==> src/rtl/sisc_pkg.sv <==
// Shared definitions for the SISC fetch path: opcodes, instruction field
// positions, the halt word and the fetch FSM state encoding.
package sisc_pkg;

    typedef enum logic [3:0] {
        OP_NOOP = 4'h0,
        OP_LD   = 4'h1,
        OP_STR  = 4'h2,
        OP_BRA  = 4'h3,
        OP_XOR  = 4'h4,
        OP_ADD  = 4'h5,
        OP_ROT  = 4'h6,
        OP_SHF  = 4'h7,
        OP_CMP  = 4'h8,
        OP_HLT  = 4'hF
    } opcode_e;

    localparam int OPC_MSB = 31;
    localparam int MM_MSB  = 27;
    localparam int IMM_LSB = 0;
    localparam int IMM_W   = 16;

    localparam logic [31:0] HLT_WORD = 32'hF000_0000;

    typedef enum logic {
        ST_IDLE = 1'b0,
        ST_WAIT = 1'b1
    } fetch_state_e;

endpackage

==> src/rtl/sisc_next_pc.sv <==
// Next-PC selection: sequential increment, absolute target, or PC-relative
// target with a sign-extended 16-bit immediate. All results wrap modulo 2^PC_W.
module sisc_next_pc
    import sisc_pkg::*;
#(
    parameter int PC_W = 16
) (
    input  logic [PC_W-1:0]  pc,
    input  logic [IMM_W-1:0] imm,
    input  logic             pc_sel,
    input  logic             br_sel,
    output logic [PC_W-1:0]  next_pc
);

    localparam logic [PC_W-1:0] PC_ONE = {{(PC_W-1){1'b0}}, 1'b1};

    // Select the candidate PC; the adders simply drop the carry to wrap.
    always_comb begin
        next_pc = pc;
        if (!pc_sel) begin
            next_pc = pc + PC_ONE;
        end else if (br_sel) begin
            next_pc = PC_W'(imm);
        end else begin
            next_pc = pc + PC_W'($signed(imm));
        end
    end

endmodule

==> src/rtl/sisc_fetch_unit.sv <==
// SISC fetch unit: program counter, instruction register and a two-state
// fetch FSM talking to instruction memory over a req/ack handshake.
module sisc_fetch_unit
    import sisc_pkg::*;
#(
    parameter int PC_W     = 16,
    parameter int INSTR_W  = 32,
    parameter int MAX_WAIT = 15
) (
    input  logic               clk,
    input  logic               rst_f,
    input  logic               pc_rst,
    input  logic               pc_write,
    input  logic               pc_sel,
    input  logic               br_sel,
    input  logic               ir_load,
    output logic               imem_req,
    output logic [PC_W-1:0]    imem_addr,
    input  logic               imem_ack,
    input  logic [INSTR_W-1:0] imem_rdata,
    output logic [PC_W-1:0]    pc_out,
    output logic [INSTR_W-1:0] ir,
    output logic [3:0]         opcode,
    output logic [3:0]         mm,
    output logic               stall,
    output logic               fetch_err
);

    localparam int CNT_W = $clog2(MAX_WAIT + 1);
    localparam logic [CNT_W-1:0] CNT_LAST = CNT_W'(MAX_WAIT - 1);
    localparam logic [CNT_W-1:0] CNT_ONE  = CNT_W'(1);

    fetch_state_e        state_r, state_s;
    logic [CNT_W-1:0]    cnt_r, cnt_s;
    logic [PC_W-1:0]     pc_r, pc_s, next_pc_s, addr_r, addr_s;
    logic [INSTR_W-1:0]  ir_r, ir_s;
    logic                err_r, err_s, req_r, stall_r;

    sisc_next_pc #(.PC_W(PC_W)) u_next_pc (
        .pc      (pc_r),
        .imm     (ir_r[IMM_LSB +: IMM_W]),
        .pc_sel  (pc_sel),
        .br_sel  (br_sel),
        .next_pc (next_pc_s)
    );

    // Fetch FSM, PC update and IR capture; pc_rst overrides everything.
    always_comb begin
        state_s = state_r;
        cnt_s   = cnt_r;
        pc_s    = pc_r;
        addr_s  = addr_r;
        ir_s    = ir_r;
        err_s   = err_r;
        if (pc_rst) begin
            state_s = ST_IDLE;
            cnt_s   = '0;
            pc_s    = '0;
            ir_s    = '0;
            err_s   = 1'b0;
        end else begin
            case (state_r)
                ST_IDLE: begin
                    if (ir_load) begin
                        state_s = ST_WAIT;
                        cnt_s   = '0;
                        addr_s  = pc_r;
                    end else begin
                        state_s = ST_IDLE;
                    end
                    // PC moves only while no fetch is outstanding.
                    if (pc_write) begin
                        pc_s = next_pc_s;
                    end else begin
                        pc_s = pc_r;
                    end
                end
                ST_WAIT: begin
                    if (imem_ack) begin
                        ir_s    = imem_rdata;
                        state_s = ST_IDLE;
                    end else if (cnt_r == CNT_LAST) begin
                        ir_s    = INSTR_W'(HLT_WORD);
                        err_s   = 1'b1;
                        state_s = ST_IDLE;
                    end else begin
                        cnt_s = cnt_r + CNT_ONE;
                    end
                end
                default: begin
                    state_s = ST_IDLE;
                    cnt_s   = '0;
                end
            endcase
        end
    end

    // State and output registers with asynchronous clear.
    always_ff @(posedge clk or negedge rst_f) begin
        if (!rst_f) begin
            state_r <= ST_IDLE;
            cnt_r   <= '0;
            pc_r    <= '0;
            addr_r  <= '0;
            ir_r    <= '0;
            err_r   <= 1'b0;
            req_r   <= 1'b0;
            stall_r <= 1'b0;
        end else begin
            state_r <= state_s;
            cnt_r   <= cnt_s;
            pc_r    <= pc_s;
            addr_r  <= addr_s;
            ir_r    <= ir_s;
            err_r   <= err_s;
            req_r   <= (state_s == ST_WAIT);
            stall_r <= (state_s == ST_WAIT);
        end
    end

    assign imem_req  = req_r;
    assign stall     = stall_r;
    assign imem_addr = addr_r;
    assign pc_out    = pc_r;
    assign ir        = ir_r;
    assign fetch_err = err_r;
    assign opcode    = ir_r[OPC_MSB -: 4];
    assign mm        = ir_r[MM_MSB -: 4];

endmodule

==> config.mk <==
export PLATFORM = sky130hd
export DESIGN_NAME = sisc_fetch_unit
export DESIGN_NICKNAME = d
export VERILOG_FILES = /design/src/rtl/sisc_pkg.sv /design/src/rtl/sisc_next_pc.sv /design/src/rtl/sisc_fetch_unit.sv
export SDC_FILE = /design/constraint.sdc
export NUM_CORES = 1
export LEC_CHECK = 0
export CORE_ASPECT_RATIO = 0.7
export CORE_MARGIN = 2
export CORE_UTILIZATION = 45
export CTS_BUF_LIST = sky130_fd_sc_hd__clkbuf_8
export DETAILED_ROUTE_END_ITERATION = 10
export GPL_ROUTABILITY_DRIVEN = 1
export PLACE_DENSITY = 0.75
export SYNTH_ARGS = -nofsm -noshare
export SYNTH_HDL_FRONTEND = slang
export SYNTH_SLANG_ARGS = --single-unit
==> constraint.sdc <==
create_clock -name clk -period 2.86 [get_ports clk]
set_input_delay 0.858 -clock clk [delete_from_list [all_inputs] [get_ports clk]]
set_output_delay 0.858 -clock clk [all_outputs]
set_load 0.005 [all_outputs]
==> flow_metrics.py, run 1 <==
metrics = {
    "cells_and_area": {
        "drive_gt1_share_pct": 10.46,
        "n_antenna_cell": 0,
        "nNetsFinal": 637,
        "area_delta_synth_final_pct": 32.77,
    },
    "pwr": {
        "ir_drop_v": 0.0002824,
        "p_leak_nw": 2.501,
        "powerDensity_nw_per_um2": 439.3,
    },
    "timing": {
        "final.min_clock_period_ns": 2.477,
        "relSlewSlack_pct": 34.18,
        "setup_viol": 0,
        "hold_viol_final": 0,
        "skew_ns": 0.007767,
        "rsz0062_at_grt": "false",
        "worst_pin_slew_ns": 0.9849,
        "fin_ws_ns": 0.3829,
        "min_period_over_period_pct": 86.61,
        "fin_hold_ws_ns": 0.4875,
        "final_max_slew_viol_count": 0,
        "fmax_mhz": 403.7,
    },
    "synthesis": {
        "synth_xor_area_share_pct": 2.682,
        "synth_cell_type_count": 55,
        "synth_seq_cells": 70,
        "synth_cells": 477,
        "synth_area_sq_um": 4245,
        "synthArstFlopShare_pct": 100.0,
        "ys_seq_area_share_pct": 41.26,
        "synth_compound_area_share_pct": 20.69,
        "postSynthAreaPerCell_sq_um": 8.900,
        "synth_top_flop_cell": "dfrtp_1",
        "synth.area.mux_share_pct": 6.425,
        "synth_simple_gate_area_share_pct": 17.33,
        "synth_top_family_by_area": "compound AO/OA/AOI/OAI gates",
        "synth-edff-count": 0,
        "ys.warnings.count": 0,
        "syn-num-nets": 536,
        "synth_adder_area_share_pct": 5.777,
    },
    "cts": {
        "clock_path_buffers": 2,
        "numCtsBuffers": 9,
        "cts-resized-gates": 0,
        "clk_latency_ns": 0.36,
        "clk_pin_slew_ns": 0.07,
        "post_cts_buffers": 0,
        "cts_tree": "yes",
        "cts-root-buf": "clkbuf_8",
        "ctsHoldBuffers": 0,
        "cts_sinks": 70,
        "htree_levels": 3,
    },
    "grt": {
        "antenna_found_initial": 0,
        "grt_max_degree": 71,
        "grt_pass1_vias": 3754,
        "track_usage_pct": 23.25,
        "grt_pass1_wl_microns": 18700,
        "grt_overflow": 0,
    },
    "place": {
        "portBuffers": 114,
        "place.gp.congestion": 0.9042,
        "dp_slack_ns": -0.01723,
        "hpwl_microns": 8430,
    },
    "floorplanning": {
        "dieHeight_microns": 85.27,
        "die-area_sq_um": 10240,
        "initial_utilization_pct": 46.61,
        "die_w_microns": 120.1,
        "io_pins": 115,
        "placement_rows": 29,
        "coreArea_sq_um": 9107,
    },
    "setup_path": {
        "setup.worst_path.end_class": "register",
        "path_class": "reg2reg",
        "cp_top_family": "compound AO/OA/AOI/OAI gates",
        "cp.buffers_inverters": 1,
        "required_ns": 3.11,
        "slowest_stage": "or4_1",
        "arrival_ns": 2.73,
        "slowest_delay_ns": 0.50,
        "path_max_fanout": 7,
        "r2r_setup_slack_ns": 0.38,
        "critPathLaunchType": "register",
        "worstPathCellList": "ha_1 -> inv_1 -> fa_1 -> nand2b_1 -> a21oi_2 -> or4_1 -> o211ai_1 -> a31oi_1 -> a21o_1 -> a22o_1",
    },
    "routing": {
        "antenna_left": 0,
        "vias_per_cell": 5.499,
        "firstDrtPassIters": 4,
        "via_count": 3888,
        "wl_per_cell_microns": 16.16,
        "drt_iter0_drc": 211,
        "route.detailed.drc": 0,
        "routed_wl_microns": 11430,
    },
    "status": {
        "status": "complete, no violations",
    },
    "worst_hold_path": {
        "hold_path_class": "reg2reg",
    },
    "job": {
        "cap_viol_max_count": 0,
    },
}
-- metrics by stage --
step	instance area [sq um]	std cells	utilization (%)	power (mW)	setup TNS, ns
final	5637	707	61.89	2.476	0
after global routing	5637	707	61.89	2.605	0
after CTS	5637	707	61.89	2.506	0
after detailed placement	5421	691	59.53	1.621	-0.02176
after global placement	5421	691	59.53	1.608	0
after floorplan	4245	477	-	1.355	0
-- worst paths after layout --
path,startpoint,end,cells past startpoint
hold reg to reg,ir[19]$_DFFE_PN0P_,ir[19]$_DFFE_PN0P_,2
setup / recovery,pc_out[0]$_DFFE_PN0P_,pc_out[8]$_DFFE_PN0P_,10
min in group asynchronous,rst_f,imem_addr[15]$_DFFE_PN0P_,1
setup reg to reg,pc_out[0]$_DFFE_PN0P_,pc_out[8]$_DFFE_PN0P_,10
hold / removal,ir[19]$_DFFE_PN0P_,ir[19]$_DFFE_PN0P_,2
max in group asynchronous,rst_f,ir[2]$_DFFE_PN0P_,1
-- cells by family after synthesis --
logic type / count (synthesis)
AOI/OAI and AO/OA: 139
xor gates and xnor gates: 13
adders and majority gates: 19
buffers and inverters: 45
DFF: 70
muxes: 25
and+or+nand+nor: 166
-- state kept, by name (all words and copies together) (netlist names) --
signal and count:
cnt_r 4, fetch_err 1, imem_addr 16, ir 32
pc_out 16, stall 1
-- cells in the mapped netlist (all sizes together) (5+ instances only) --
library cell  number  share of area (%)
clkbuf            22                2.9
nand2b             5               0.74
xnor2              6                1.2
dfrtp             70                 41
mux2i              7                1.7
o21ai             62                7.3
buf               13                2.1
nor2              36                3.2
inv               10               0.88
o21a               5               0.88
a21oi             22                2.7
nand3              8                1.1
mux2              18                4.8
a31oi              6                1.0
ha                18                5.3
a22oi              5               0.88
xor2               7                1.4
a21o              12                2.2
nand2             91                8.0
-- area by class of cell --
type / count / area (sq um)
Timing Repair Buffer: 125 / 1221
Inverter: 10 / 37.54
Sequential cell: 70 / 1752
Clock buffer: 10 / 137.6
Clock inverter: 6 / 77.57
Multi-Input combinational cell: 362 / 2256
Tap cell: 124 / 155.1
Fill cell: 792 / 3471
-- tightest hold or removal path: cells and delay by family (launching register included) --
family | cells | cell delay, ns
AOI/OAI and AO/OA | 1 | 0.06
DFF | 1 | 0.35
and+or+nand+nor | 1 | 0.05
-- report_power, final --
part	internal, mW	switching (mW)	total [mW]
Clock	0.505	0.367	0.873
Combinational	0.264	0.223	0.487
Sequential	1.05	0.0686	1.12
-- metal layers --
layer	routed length (microns)	track usage (%)	up-vias
li1	-	-	1879
met1	5403	33.73	1844
met2	4856	33.47	151
met3	1040	7.258	14
met4	128	6.417	0
met5	0	0	-
-- cells in the final DEF, fill, tap and decap left out, types with 12 or more instances in the layout --
cell type / n
clkdlybuf4s50_1: 113
nand2_1: 91
dfrtp_1: 70
mux2_2: 18
a21oi_1: 21
buf_4: 12
inv_1: 12
nor2_1: 35
ha_1: 18
o21ai_0: 58
Power figures use the tool's default switching activity.
==> run 2: changes to the inputs <==
--- a/config.mk
+++ b/config.mk
@@ -7,11 +7,12 @@
 export LEC_CHECK = 0
 export CORE_ASPECT_RATIO = 0.7
 export CORE_MARGIN = 2
-export CORE_UTILIZATION = 45
+export CORE_UTILIZATION = 50
 export CTS_BUF_LIST = sky130_fd_sc_hd__clkbuf_8
 export DETAILED_ROUTE_END_ITERATION = 10
 export GPL_ROUTABILITY_DRIVEN = 1
-export PLACE_DENSITY = 0.75
+export PLACE_DENSITY = 0.82
+export REMOVE_ABC_BUFFERS = 1
 export SYNTH_ARGS = -nofsm -noshare
 export SYNTH_HDL_FRONTEND = slang
 export SYNTH_SLANG_ARGS = --single-unit
==> flow_metrics.py, run 2 (same netlist as run 1, synthesis figures left out) <==
metrics = {
    "status": {
        "status": "complete, no violations",
    },
    "grt": {
        "antenna_found_initial": 0,
        "track_usage_pct": 26.29,
        "grt_pass1_wl_microns": 18870,
        "grt_max_degree": 57,
        "grt_pass1_vias": 3734,
        "grt_overflow": 0,
    },
    "pwr": {
        "powerDensity_nw_per_um2": 425.3,
        "power_frac_comb_pct": 21.1,
        "p_switching_mw": 0.7288,
        "ir_drop_v": 0.0002292,
        "p_sw_share_pct": 30.36,
        "p_int_mw": 1.672,
        "p_leak_nw": 2.511,
        "p_clk_share_pct": 32.7,
        "power_frac_seq_pct": 46.2,
    },
    "timing": {
        "fmax_mhz": 394.8,
        "setup_viol": 0,
        "setup_tns_ns": 0,
        "worst_pin_slew_ns": 1.081,
        "final_max_slew_viol_count": 0,
        "skew_ns": 0.01421,
        "final.min_clock_period_ns": 2.533,
        "relSlewSlack_pct": 27.79,
        "rsz0062_at_grt": "false",
        "fin_ws_ns": 0.3270,
        "min_period_over_period_pct": 88.57,
        "hold_viol_final": 0,
    },
    "place": {
        "hpwl_microns": 8467,
        "portBuffers": 114,
        "place.gp.congestion": 0.8921,
        "dp_slack_ns": -0.02736,
        "postPlaceCellArea_sq_um": 5455,
        "placed_cells": 678,
    },
    "setup_path": {
        "r2r_setup_slack_ns": 0.41,
        "critPathLaunchType": "primary input",
        "setup.worst_path.end_class": "register",
        "timing.rr.start": "ir[0]$_DFFE_PN0P_",
        "crit_start": "imem_ack",
        "arrival_ns": 2.72,
        "worstPathCellList": "clkdlybuf4s50_1 -> a31oi_2 -> nor2_1 -> nor2_4 -> o21ai_0",
        "path_max_fanout": 56,
        "slowest_delay_ns": 0.83,
        "slowest_stage": "nor2_4",
        "path_class": "in2reg",
        "required_ns": 3.04,
    },
    "cts": {
        "clk_pin_slew_ns": 0.08,
        "cts-root-buf": "clkbuf_8",
        "ctsHoldBuffers": 0,
        "cts-resized-gates": 0,
        "clock_path_buffers": 2,
        "cts_tree": "yes",
        "post_cts_buffers": 0,
        "cts_sinks": 70,
        "numCtsBuffers": 9,
        "clk_latency_ns": 0.36,
        "htree_levels": 3,
    },
    "cells_and_area": {
        "n_antenna_cell": 0,
        "fin_area_sq_um": 5644,
        "instances_no_fill": 694,
        "area_delta_synth_final_pct": 32.95,
        "drive_gt1_share_pct": 11.71,
        "fillers": 681,
        "largest_register_ffs": 32,
        "nNetsFinal": 643,
        "layout_common_cells": "clkdlybuf4s50_1 (113), nand2_1 (91), dfrtp_1 (70)",
        "final_common_cell": "clkdlybuf4s50_1",
    },
    "job": {
        "cap_viol_max_count": 0,
    },
    "floorplanning": {
        "die-area_sq_um": 9256,
        "coreArea_sq_um": 8338,
        "die_w_microns": 114.1,
        "dieHeight_microns": 81.10,
        "initial_utilization_pct": 50.92,
        "io_pins": 115,
        "placement_rows": 28,
    },
    "routing": {
        "vias_per_cell": 5.677,
        "via_count": 3940,
        "route.detailed.drc": 0,
        "drt_iter0_drc": 275,
        "firstDrtPassIters": 5,
        "routed_wl_microns": 11530,
        "antenna_left": 0,
        "wl_per_cell_microns": 16.62,
    },
    "worst_hold_path": {
        "hold_path_class": "in2async",
    },
}
run 2: worst max-delay path: cells and delay by family:
family | cells | cell delay (ns)
simple gates | 2 | 0.96
compound gates | 2 | 0.44
buf+inv | 1 | 0.44
run 2: final timing paths:
kind | endpoint | cells after the start
setup reg to reg | pc_out[8]$_DFFE_PN0P_ | 10
hold reg to reg | ir[18]$_DFFE_PN0P_ | 2
max in group asynchronous | imem_addr[6]$_DFFE_PN0P_ | 2
min in group clk | ir[18]$_DFFE_PN0P_ | 2
hold / removal | ir[4]$_DFFE_PN0P_ | 1
setup / recovery | ir[25]$_DFFE_PN0P_ | 5
run 2: area by class of cell:
class	count	area, sq um	share of cell area (%)
Sequential cell	70	1752	31.04
Tap cell	105	131.4	2.328
Clock inverter	6	51.30	0.9089
Inverter	10	37.54	0.6650
Timing Repair Buffer	131	1279	22.66
Multi-Input combinational cell	362	2256	39.97
Clock buffer	10	137.6	2.438
run 2: per-layer routing:
layer | wire length [microns] | vias up | global-route usage (%)
met5 | 0 | - | 0
met4 | 165 | 0 | 8.171
met3 | 1023 | 19 | 6.343
met2 | 5054 | 169 | 39.64
met1 | 5289 | 1863 | 37.61
li1 | - | 1889 | -
run 2: power groups by stage:
stage / clock network (mW) / logic (mW) / registers [mW]
global route: 0.840 / 0.556 / 1.12
finish: 0.785 / 0.506 / 1.11
detailed placement: 0 / 0.504 / 1.13
global placement: 0 / 0.490 / 1.13
CTS: 0.802 / 0.508 / 1.11
floorplan: 0 / 0.194 / 1.12
run 2: metrics by stage:
stage | utilization, % | hold WS [ns] | total power [mW]
floorplan | - | 0.4733 | 1.318
finish | 67.69 | 0.4986 | 2.400
detailed placement | 65.43 | 0.4773 | 1.632
global placement | 65.43 | 0.4661 | 1.616
CTS | 67.69 | 0.5033 | 2.419
global route | 67.69 | 0.5219 | 2.516
